--- src/rtl/pfm_core_agent.sv ---
// pfm_core_agent: core-side prefetch monitor agent.
// Decode queue, retire delta coalescer and prediction serialiser.
module pfm_core_agent #(
  parameter int PCSIGN_W  = 13,
  parameter int ROBID_W   = 6,
  parameter int DECW_W    = 3,
  parameter int PFENTRY_W = 11,
  parameter int DELTA_W   = 16,
  parameter int WEIGHT_W  = 4,
  parameter int DEC_DEPTH = 4,
  parameter int FLUSH_TO  = 8,
  parameter int WMIN      = 4
) (
  input  logic                 clk,
  input  logic                 reset,
  input  logic                 dec_in_valid,
  output logic                 dec_in_retry,
  input  logic [PCSIGN_W-1:0]  dec_in_pcsign,
  input  logic [ROBID_W-1:0]   dec_in_rid,
  input  logic [DECW_W-1:0]    dec_in_decmask,
  output logic                 coretopfm_dec_valid,
  input  logic                 coretopfm_dec_retry,
  output logic [PCSIGN_W-1:0]  coretopfm_dec_pcsign,
  output logic [ROBID_W-1:0]   coretopfm_dec_rid,
  output logic [DECW_W-1:0]    coretopfm_dec_decmask,
  input  logic                 ret_in_valid,
  output logic                 ret_in_retry,
  input  logic [PFENTRY_W-1:0] ret_in_pfentry,
  input  logic [ROBID_W-1:0]   ret_in_rid,
  input  logic [DELTA_W-1:0]   ret_in_delta,
  output logic                 coretopfm_retire_valid,
  input  logic                 coretopfm_retire_retry,
  output logic [PFENTRY_W-1:0] coretopfm_retire_pfentry,
  output logic [ROBID_W-1:0]   coretopfm_retire_d0_rid,
  output logic [DELTA_W-1:0]   coretopfm_retire_d0_val,
  output logic [ROBID_W-1:0]   coretopfm_retire_d1_rid,
  output logic [DELTA_W-1:0]   coretopfm_retire_d1_val,
  output logic [ROBID_W-1:0]   coretopfm_retire_d2_rid,
  output logic [DELTA_W-1:0]   coretopfm_retire_d2_val,
  output logic [ROBID_W-1:0]   coretopfm_retire_d3_rid,
  output logic [DELTA_W-1:0]   coretopfm_retire_d3_val,
  input  logic                 pfmtocore_pred_valid,
  output logic                 pfmtocore_pred_retry,
  input  logic [PFENTRY_W-1:0] pfmtocore_pred_pfentry,
  input  logic [ROBID_W-1:0]   pfmtocore_pred_d0_rid,
  input  logic [DELTA_W-1:0]   pfmtocore_pred_d0_val,
  input  logic [WEIGHT_W-1:0]  pfmtocore_pred_d0_w,
  input  logic [ROBID_W-1:0]   pfmtocore_pred_d1_rid,
  input  logic [DELTA_W-1:0]   pfmtocore_pred_d1_val,
  input  logic [WEIGHT_W-1:0]  pfmtocore_pred_d1_w,
  input  logic [ROBID_W-1:0]   pfmtocore_pred_d2_rid,
  input  logic [DELTA_W-1:0]   pfmtocore_pred_d2_val,
  input  logic [WEIGHT_W-1:0]  pfmtocore_pred_d2_w,
  input  logic [ROBID_W-1:0]   pfmtocore_pred_d3_rid,
  input  logic [DELTA_W-1:0]   pfmtocore_pred_d3_val,
  input  logic [WEIGHT_W-1:0]  pfmtocore_pred_d3_w,
  output logic                 pf_req_valid,
  input  logic                 pf_req_retry,
  output logic [PFENTRY_W-1:0] pf_req_pfentry,
  output logic [ROBID_W-1:0]   pf_req_rid,
  output logic [DELTA_W-1:0]   pf_req_delta
);

  localparam int DPW = $clog2(DEC_DEPTH);
  localparam int FW  = $clog2(FLUSH_TO + 1);

  typedef struct packed {
    logic [PCSIGN_W-1:0] pcsign;
    logic [ROBID_W-1:0]  rid;
    logic [DECW_W-1:0]   decmask;
  } dec_t;

  typedef enum logic {IDLE, SEND} pstate_t;

  // ---------------- decode fifo ----------------
  dec_t           dec_mem [DEC_DEPTH];
  logic [DPW-1:0] dec_wr;
  logic [DPW-1:0] dec_rd;
  logic [DPW:0]   dec_cnt;
  logic           dec_full;
  logic           dec_push;
  logic           dec_pop;
  dec_t           dec_head;

  assign dec_full = dec_cnt == (DPW+1)'(DEC_DEPTH);
  assign dec_in_retry = dec_full;
  assign dec_push = dec_in_valid && !dec_full;
  assign coretopfm_dec_valid = dec_cnt != '0;
  assign dec_pop = coretopfm_dec_valid && !coretopfm_dec_retry;
  assign dec_head = coretopfm_dec_valid ? dec_mem[dec_rd] : '0;
  assign coretopfm_dec_pcsign  = dec_head.pcsign;
  assign coretopfm_dec_rid     = dec_head.rid;
  assign coretopfm_dec_decmask = dec_head.decmask;

  always_ff @(posedge clk) begin
    if (dec_push)
      dec_mem[dec_wr] <= '{dec_in_pcsign, dec_in_rid, dec_in_decmask};
  end

  always_ff @(posedge clk or negedge reset) begin
    if (!reset) begin
      dec_wr  <= '0;
      dec_rd  <= '0;
      dec_cnt <= '0;
    end else begin
      if (dec_push) dec_wr <= dec_wr + DPW'(1);
      if (dec_pop)  dec_rd <= dec_rd + DPW'(1);
      unique case ({dec_push, dec_pop})
        2'b10:   dec_cnt <= dec_cnt + (DPW+1)'(1);
        2'b01:   dec_cnt <= dec_cnt - (DPW+1)'(1);
        default: dec_cnt <= dec_cnt;
      endcase
    end
  end

  // ---------------- retire coalescer ----------------
  logic [PFENTRY_W-1:0] asm_pfentry;
  logic [2:0]           asm_cnt;
  logic [ROBID_W-1:0]   asm_rid [4];
  logic [DELTA_W-1:0]   asm_val [4];
  logic [FW-1:0]        flush_cnt;

  logic [PFENTRY_W-1:0] out_pfentry;
  logic [ROBID_W-1:0]   out_rid [4];
  logic [DELTA_W-1:0]   out_val [4];

  logic               fill;
  logic               mismatch;
  logic               timeout_close;
  logic               last_fill;
  logic               close_req;
  logic               out_free;
  logic               close_fire;
  logic               accept;
  logic [ROBID_W-1:0] pkt_rid [4];
  logic [DELTA_W-1:0] pkt_val [4];

  always_comb begin
    fill = ret_in_valid && ret_in_delta != '0 &&
           (asm_cnt == 3'd0 || ret_in_pfentry == asm_pfentry);
    mismatch = ret_in_valid && ret_in_delta != '0 && asm_cnt != 3'd0 &&
               ret_in_pfentry != asm_pfentry;
    // an accept in the timeout cycle counts as activity, so no flush
    timeout_close = !ret_in_valid && asm_cnt != 3'd0 &&
                    flush_cnt == FW'(FLUSH_TO);
    last_fill  = fill && asm_cnt == 3'd3;
    close_req  = mismatch || timeout_close || last_fill;
    out_free   = !coretopfm_retire_valid || !coretopfm_retire_retry;
    close_fire = close_req && out_free;
    ret_in_retry = close_req && !out_free;
    accept = ret_in_valid && !ret_in_retry;
    for (int i = 0; i < 4; i++) begin
      pkt_rid[i] = asm_rid[i];
      pkt_val[i] = asm_val[i];
    end
    if (last_fill) begin
      pkt_rid[3] = ret_in_rid;
      pkt_val[3] = ret_in_delta;
    end
  end

  always_ff @(posedge clk or negedge reset) begin
    if (!reset) begin
      asm_pfentry <= '0;
      asm_cnt     <= '0;
      flush_cnt   <= '0;
      for (int i = 0; i < 4; i++) begin
        asm_rid[i] <= '0;
        asm_val[i] <= '0;
      end
    end else begin
      if (accept)
        flush_cnt <= '0;
      else if (flush_cnt != FW'(FLUSH_TO))
        flush_cnt <= flush_cnt + FW'(1);
      if (close_fire) begin
        for (int i = 0; i < 4; i++) begin
          asm_rid[i] <= '0;
          asm_val[i] <= '0;
        end
        if (mismatch) begin
          asm_pfentry <= ret_in_pfentry;
          asm_cnt     <= 3'd1;
          asm_rid[0]  <= ret_in_rid;
          asm_val[0]  <= ret_in_delta;
        end else begin
          asm_pfentry <= '0;
          asm_cnt     <= '0;
        end
      end else if (accept && fill) begin
        asm_pfentry          <= ret_in_pfentry;
        asm_cnt              <= asm_cnt + 3'd1;
        asm_rid[asm_cnt[1:0]] <= ret_in_rid;
        asm_val[asm_cnt[1:0]] <= ret_in_delta;
      end
    end
  end

  always_ff @(posedge clk or negedge reset) begin
    if (!reset) begin
      coretopfm_retire_valid <= 1'b0;
      out_pfentry <= '0;
      for (int i = 0; i < 4; i++) begin
        out_rid[i] <= '0;
        out_val[i] <= '0;
      end
    end else if (close_fire) begin
      coretopfm_retire_valid <= 1'b1;
      out_pfentry <= asm_pfentry;
      for (int i = 0; i < 4; i++) begin
        out_rid[i] <= pkt_rid[i];
        out_val[i] <= pkt_val[i];
      end
    end else if (coretopfm_retire_valid && !coretopfm_retire_retry) begin
      coretopfm_retire_valid <= 1'b0;
      out_pfentry <= '0;
      for (int i = 0; i < 4; i++) begin
        out_rid[i] <= '0;
        out_val[i] <= '0;
      end
    end
  end

  assign coretopfm_retire_pfentry = out_pfentry;
  assign coretopfm_retire_d0_rid = out_rid[0];
  assign coretopfm_retire_d0_val = out_val[0];
  assign coretopfm_retire_d1_rid = out_rid[1];
  assign coretopfm_retire_d1_val = out_val[1];
  assign coretopfm_retire_d2_rid = out_rid[2];
  assign coretopfm_retire_d2_val = out_val[2];
  assign coretopfm_retire_d3_rid = out_rid[3];
  assign coretopfm_retire_d3_val = out_val[3];

  // ---------------- prediction serialiser ----------------
  logic [ROBID_W-1:0]  in_rid [4];
  logic [DELTA_W-1:0]  in_val [4];
  logic [WEIGHT_W-1:0] in_w   [4];
  logic [3:0]          in_mask;

  assign in_rid[0] = pfmtocore_pred_d0_rid;
  assign in_rid[1] = pfmtocore_pred_d1_rid;
  assign in_rid[2] = pfmtocore_pred_d2_rid;
  assign in_rid[3] = pfmtocore_pred_d3_rid;
  assign in_val[0] = pfmtocore_pred_d0_val;
  assign in_val[1] = pfmtocore_pred_d1_val;
  assign in_val[2] = pfmtocore_pred_d2_val;
  assign in_val[3] = pfmtocore_pred_d3_val;
  assign in_w[0]   = pfmtocore_pred_d0_w;
  assign in_w[1]   = pfmtocore_pred_d1_w;
  assign in_w[2]   = pfmtocore_pred_d2_w;
  assign in_w[3]   = pfmtocore_pred_d3_w;

  always_comb begin
    for (int i = 0; i < 4; i++)
      in_mask[i] = in_w[i] >= WEIGHT_W'(WMIN) && in_val[i] != '0;
  end

  pstate_t              state;
  pstate_t              state_n;
  logic [3:0]           p_mask;
  logic [3:0]           mask_n;
  logic [3:0]           low;
  logic [1:0]           sel;
  logic                 cap;
  logic [PFENTRY_W-1:0] p_pfentry;
  logic [ROBID_W-1:0]   p_rid [4];
  logic [DELTA_W-1:0]   p_val [4];

  always_comb begin
    low = p_mask & (~p_mask + 4'd1);
    unique case (1'b1)
      low[1]:  sel = 2'd1;
      low[2]:  sel = 2'd2;
      low[3]:  sel = 2'd3;
      default: sel = 2'd0;
    endcase
  end

  always_comb begin
    state_n = state;
    mask_n  = p_mask;
    cap     = 1'b0;
    pfmtocore_pred_retry = state == SEND;
    pf_req_valid         = state == SEND;
    unique case (state)
      IDLE: begin
        if (pfmtocore_pred_valid) begin
          cap = 1'b1;
          if (in_mask != 4'd0) state_n = SEND;
        end
      end
      SEND: begin
        if (!pf_req_retry) begin
          mask_n = p_mask & ~low;
          if (mask_n == 4'd0) state_n = IDLE;
        end
      end
      default: state_n = IDLE;
    endcase
  end

  always_ff @(posedge clk or negedge reset) begin
    if (!reset) begin
      state     <= IDLE;
      p_mask    <= '0;
      p_pfentry <= '0;
      for (int i = 0; i < 4; i++) begin
        p_rid[i] <= '0;
        p_val[i] <= '0;
      end
    end else begin
      state  <= state_n;
      p_mask <= cap ? in_mask : mask_n;
      if (cap) begin
        p_pfentry <= pfmtocore_pred_pfentry;
        for (int i = 0; i < 4; i++) begin
          p_rid[i] <= in_rid[i];
          p_val[i] <= in_val[i];
        end
      end
    end
  end

  assign pf_req_pfentry = pf_req_valid ? p_pfentry : '0;
  assign pf_req_rid     = pf_req_valid ? p_rid[sel] : '0;
  assign pf_req_delta   = pf_req_valid ? p_val[sel] : '0;

endmodule

--- config.mk ---
export PLATFORM = sky130hd
export DESIGN_NAME = pfm_core_agent
export DESIGN_NICKNAME = d
export VERILOG_FILES = /design/src/rtl/pfm_core_agent.sv
export SDC_FILE = /design/constraint.sdc
export NUM_CORES = 1
export LEC_CHECK = 0
export BUFFER_PORTS_ARGS = -buffer_cell sky130_fd_sc_hd__buf_2
export CAP_MARGIN = 5
export CORE_MARGIN = 8
export CORE_UTILIZATION = 50
export DETAILED_ROUTE_END_ITERATION = 6
export PLACE_DENSITY = 0.82
export SLEW_MARGIN = 20
export SYNTH_ARGS = -nofsm -noshare
export SYNTH_HDL_FRONTEND = slang
export SYNTH_SLANG_ARGS = --single-unit
--- constraint.sdc ---
create_clock -name clk -period 2.95 [get_ports clk]
set_input_delay 0.1475 -clock clk [delete_from_list [all_inputs] [get_ports clk]]
set_output_delay 0.1475 -clock clk [all_outputs]
set_load 0.02 [all_outputs]
# == Word level (Yosys, flattened, before mapping) ==
# Memories as Yosys holds them, arrays and structs flattened.
# Index checks and enable logic that the tools add are counted.
# word_totals
reg_bits,317
mem_bits_rw,88
output_inout_bits,160
word_cells,166
mem_count,1
# memory_table
name,words,width,read_ports,rd_ports_with_merged_regs,wr,line,text
dec_mem,4,22,1,0,1,76,dec_t dec_mem [DEC_DEPTH];
# classes
add_sub_neg,7
magnitude_cmp,7
eq_ne,9
mux,54
bitwise,7
reduce_logical,46
# op_table
operator,count
64-bit 2-to-1 mux,4
16-bit 2-to-1 mux,6
24-bit 2-to-1 mux,4
16-bit nonzero test,5
11-bit 2-to-1 mux,6
64-bit bitwise mux,1
6-bit 2-to-1 mux,6
16-bit binary-select mux with 2-bit select,1
16-bit demux with 2-bit select,1
24-bit bitwise mux,1
22-bit 2-to-1 mux,1
4-bit 2-to-1 mux,5
1-bit logical AND,19
4-bit by 3-bit >= comparator with 1-bit output (second input constant),4
6-bit binary-select mux with 2-bit select,1
6-bit demux with 2-bit select,1
11-bit == test,1
1-bit 2-to-1 mux,11
11-bit inequality test,1
2-bit nonzero test,5
4-bit by 1-bit adder with 4-bit output (second input constant),2
4-bit AND,2
4-bit NOT,2
1-bit zero test,7
other kinds (24),33

# == Depth between registers and ports, before layout ==
# depth
word_depth,12
mapped_depth,11

# == Least setup slack after synthesis ==
# Ideal clock, no wire load.
# synth_path
path_kind,register to register
start,register asm_cnt[0]
end,register asm_val[50] (netlist name)
setup_ns,0.083
arrival_time_ns,2.132
path_slack_ns,0.736
stages_incl_launch_ff,11
cell_sequence,dfrtp_1 > ha_1 > ha_1 > inv_1 > o31a_1 > nand2_1 > or3b_1 > clkbuf_1 > and2_1 > buf_2 > o21ai_0
# synth_via
elab_chain_cells,10
word_cells_on_any_way,28
classes_between,order compare (2); eq/ne (1); mux (6); bitwise (1); reduce/logical (18)
# synth_rtl
item,line,text
"start, declared",118,logic [2:0] asm_cnt;
"start signal, assigned",192,asm_cnt <= asm_cnt + 3'd1;
"parallel branches: the longest is 10 deep, another holds 3-bit >= comparator",--,
"end signal, assigned by index",194,asm_val[asm_cnt[1:0]] <= ret_in_delta;
"end, declared",120,logic [DELTA_W-1:0] asm_val [4];
# Parallel ways; which one is timed is not known. The select of a mux whose other input is x is not followed.
# A chain may end at the register's enable or synchronous reset.

# == Worst setup path after layout ==
# layout_path
start,input port ret_in_delta[6]
end,output port ret_in_retry
# layout_via
elab_chain_cells,7
word_cells_on_any_way,9
classes_between,reduce/logical (9)
# layout_rtl
item,line,text
"start, declared",30,"input logic [DELTA_W-1:0] ret_in_delta,"
16-bit nonzero test *,"139, 141",
1-bit logical AND *,"139, 141",
1-bit logical AND (2 in series),141,mismatch = ret_in_valid && ret_in_delta != '0 && asm_cnt != 3'd0 &&
1-bit logical OR,147,close_req = mismatch || timeout_close || last_fill;
1-bit logical OR *,147,
1-bit logical AND *,150,ret_in_retry = close_req && !out_free;
"end, declared",27,"output logic ret_in_retry,"
# Mark *: on every way between the ends. The rest lies on a longest branch, timed or not.

==> impl_metrics.env <==
export IMPL_synth_area_leaders="dfrtp_1 47%, edfxtp_1 16%, nand2_1 7.3%"
export IMPL_gp_congestion=0.905
export IMPL_syn2layout_area_growth_pct=32.6
export IMPL_path_buf_inv=3
export IMPL_fin_worst_hold_slack_ns=0.111
export IMPL_cpPeakStageDelay_ns=0.54
export IMPL_p_int_mw=14.8
export IMPL_status="finished, final reports clean"
export IMPL_synth_area_per_cell_um2=12.2
export IMPL_layout_common_cells="331 x nand2_1, 328 x buf_2, 317 x dfrtp_1, 167 x dlygate4sd3_1, 99 x mux2i_1"
export IMPL_grt_max_degree=87
export IMPL_clock_sinks=405
export IMPL_grt_pass1_wl_um=82200
export IMPL_final_fill_count=2230
export IMPL_skew_ns=0.0319
export IMPL_rrSetupSlack_ns=0.33
export IMPL_final_antenna_net_count=0
export IMPL_drt_pass1_iterations=7
export IMPL_clockRootBuffer="clkbuf_16"
export IMPL_switching_share_pct=37.5
export IMPL_row_count=67
export IMPL_use_met1_pct=29.7
export IMPL_r2r_end="asm_rid[22]"
export IMPL_use_met2_pct=41.8
export IMPL_hp_start="dec_in_valid"
export IMPL_path_depth=8
export IMPL_place_ws_ns=0.339
export IMPL_power_leakage_nw=10.6
export IMPL_die_area_um2=40200
export IMPL_use_met3_pct=7.37
export IMPL_fin_nets=2079
export IMPL_setup_viol=0
export IMPL_ys_ff_latch=405
export IMPL_crit_chain="dlygate4sd3_1 > buf_2 > nor4_1 > a41oi_1 > a21oi_2 > a21boi_2 > nor2_1 > buf_2"
export IMPL_fin_crit_ns=2.75
export IMPL_portBuffers=329
export IMPL_synth_edf_count=88
export IMPL_slew_viol_final=0
export IMPL_grt_pass1_vias=14600
export IMPL_hold_viol_final=0
export IMPL_crit_family="compound AO/OA/AOI/OAI gates"
export IMPL_hold_class="in2reg"
export IMPL_hold_end="dec_wr[1]"
export IMPL_initialDrtViolationCount=1014
export IMPL_rsz0062_at_grt="false"
export IMPL_tns_ns=0
export IMPL_overflow=0
export IMPL_r2r_start="asm_cnt[1]"
export IMPL_pwr_share_seq_pct=36.8
export IMPL_insertion_delay_ns=0.55
export IMPL_initial_utilization_pct=50.7
export IMPL_yosysTopAreaCell="dfrtp_1"
export IMPL_drc=0
export IMPL_fp_dieW_um=200
export IMPL_drv_cap=0
export IMPL_cpMostUsedCell="buf_2"
export IMPL_fin_crit_sh_pct=93.2
export IMPL_netlist_area_leader_share_pct=46.6
export IMPL_worst_setup_path_start_kind="input pin"
export IMPL_clockBufferDepth=3
export IMPL_power_frac_comb_pct=38.4
export IMPL_max_freq_mhz=364
export IMPL_die_h_um=200
export IMPL_antenna_found_initial=17
export IMPL_p_clk_share_pct=24.8
export IMPL_num_io_pins=338
export IMPL_gr_max_usage_layer="met2"
export IMPL_cts_made_buffers=43
export IMPL_critPathRequiredTime_ns=2.80
export IMPL_htreeDepth=2
export IMPL_track_usage_pct=25.7
export IMPL_ir_drop_mv=0.587
export IMPL_vias=13600
export IMPL_final_common_cell="nand2_1"
export IMPL_coreArea_um2=33500
export IMPL_holdPathStages=4
export IMPL_critPathArrivalTime_ns=2.60
export IMPL_ctsResizeCount=0
export IMPL_cp_end_kind="output pin"
export IMPL_ys_types=49
export IMPL_ys_warn_count=0
export IMPL_syn_inst=1396
export IMPL_yosys_most_used_dff="dfrtp_1"
export IMPL_setup_slack_ns=0.200
export IMPL_cts_clk_slew_worst_paths_ns=0.06
export IMPL_async_flop_share_pct=78.3
export IMPL_seq_area_frac_synth_pct=62.2
export IMPL_path_class="in2out"
export IMPL_reg2regPathDepth=8
export IMPL_cts_tree="built"
export IMPL_place_hpwl_um=31000
export IMPL_timing_slew_headroom_pct=50.9
export IMPL_layout_drive_gt1_share_pct=26.2
export IMPL_syn_nets=1587
export IMPL_wl_um=53200
export IMPL_total_power_mw=23.7
export IMPL_slowest_stage="dlygate4sd3_1"
export IMPL_worst_pin_slew_ns=0.737
export IMPL_vias_per_cell=5.68
export IMPL_p_sw_mw=8.89
export IMPL_p_per_area_nw_per_um2=1050
export IMPL_avgRoutedWirePerCell_um=22.3
export IMPL_synth_area_um2=17000
export IMPL_path_max_fanout=6
-- per-layer routing --
metal / wire length (µm) / vias up
li1: - / 5861
met1: 19300 / 6665
met2: 25500 / 748
met3: 4640 / 272
met4: 3680 / 4
met5: 27 / -
-- power groups by stage --
stage	sequential [mW]	combinational (mW)	clock, mW
finish	8.72	9.11	5.88
global route	8.87	9.82	6.19
CTS	8.62	8.89	5.95
detailed placement	8.67	8.64	0
global placement	8.53	8.38	0
floorplan	8.75	5.60	0
-- what timing repair did --
| action | in CTS | in global routing |
|---|---|---|
| hold buffers | 167 | 0 |
| hold endpoints to repair | 358 | 0 |
| buffers inserted | 0 | 2 |
| endpoints found under the setup margin | 0 | 1 |
-- cell families (layout without fill, tap and decap cells) --
logic type                 Yosys count  in the layout  share of synthesized area [%]
AOI/OAI and AO/OA                  158            158                           7.37
xor gates and xnor gates            19             19                          0.978
adders and majority gates           14             14                           1.06
buffers and inverters              105            632                           2.70
DFF                                405            405                           62.2
muxes                              144            144                           11.7
other                                0             15                              0
and+or+nand+nor                    551            551                           14.0
-- registers in the layout, summed over array words and instances, names as in the netlist, 2 cells and up --
| name | flops |
|---|---|
| asm_cnt | 3 |
| asm_pfentry | 11 |
| asm_rid | 24 |
| asm_val | 64 |
| coretopfm_retire_d0_rid | 6 |
| coretopfm_retire_d0_val | 16 |
| coretopfm_retire_d1_rid | 6 |
| coretopfm_retire_d1_val | 16 |
| coretopfm_retire_d2_rid | 6 |
| coretopfm_retire_d2_val | 16 |
| coretopfm_retire_d3_rid | 6 |
| coretopfm_retire_d3_val | 16 |
| coretopfm_retire_pfentry | 11 |
| dec_cnt | 3 |
| dec_mem | 88 |
| dec_rd | 2 |
| dec_wr | 2 |
| flush_cnt | 4 |
| p_mask | 4 |
| p_pfentry | 11 |
| p_rid | 24 |
| p_val | 64 |
-- through the flow --
step	util (%)	cell area [µm²]	instances
floorplan	-	17000	1396
global placement	57.5	19300	2122
detailed placement	57.5	19300	2122
CTS	67.1	22500	2369
global route	67.3	22600	2386
finish	67.3	22600	2386
-- how the worst max path moves through the flow --
stage,to,from
final,ret_in_retry,ret_in_delta[6]
after global routing,ret_in_retry,ret_in_delta[6]
after CTS,pf_req_delta[7],p_mask[3]
after detailed placement,asm_rid[22],ret_in_delta[6]
after global placement,asm_cnt[0],ret_in_delta[5]
after floorplan,asm_val[50],asm_cnt[0]
-- cell type report --
type | instances | area (µm²) | share of cell area [%]
Multi-Input combinational cell | 886 | 6030 | 26.7
Timing Repair Buffer | 535 | 3730 | 16.6
Antenna cell | 15 | 37.5 | 0.166
Clock buffer | 51 | 1170 | 5.17
Sequential cell | 405 | 10600 | 46.9
Inverter | 17 | 63.8 | 0.283
Clock inverter | 29 | 395 | 1.75
Tap cell | 448 | 561 | 2.48
-- cell usage after synthesis (2+ instances only) --
master       n
nor3_1       5
and3_1       2
a21oi_1      8
xnor2_1      4
and2_1      39
nor4_1      20
buf_4        3
mux2i_1     99
buf_1        3
a21oi_2      2
inv_1       17
dfrtp_1    317
edfxtp_1    88
a211oi_1     2
mux4_2      44
buf_2       31
nor4_2       2
nand3_1     25
nor2_2       4
o21ai_0     21
nand2_1    332
a22o_1      77
nor2_1      87
clkbuf_1    49
o211ai_1     9
o21ai_1      6
nand4_1      5
buf_6        2
ha_1        12
xor2_1      15
nor2b_1     26
o2bb2ai_1   23
-- worst reg2reg max path, cell delays in order, from the launching register on --
cell     delay, ns
dfrtp_1       0.40
inv_1         0.11
ha_1          0.20
nor2b_1       0.32
o31a_1        0.26
nand2_1       0.11
or3b_1        0.38
and2_1        0.42
o21ai_0       0.31
Note: power is estimated with default switching activity, not from simulation.
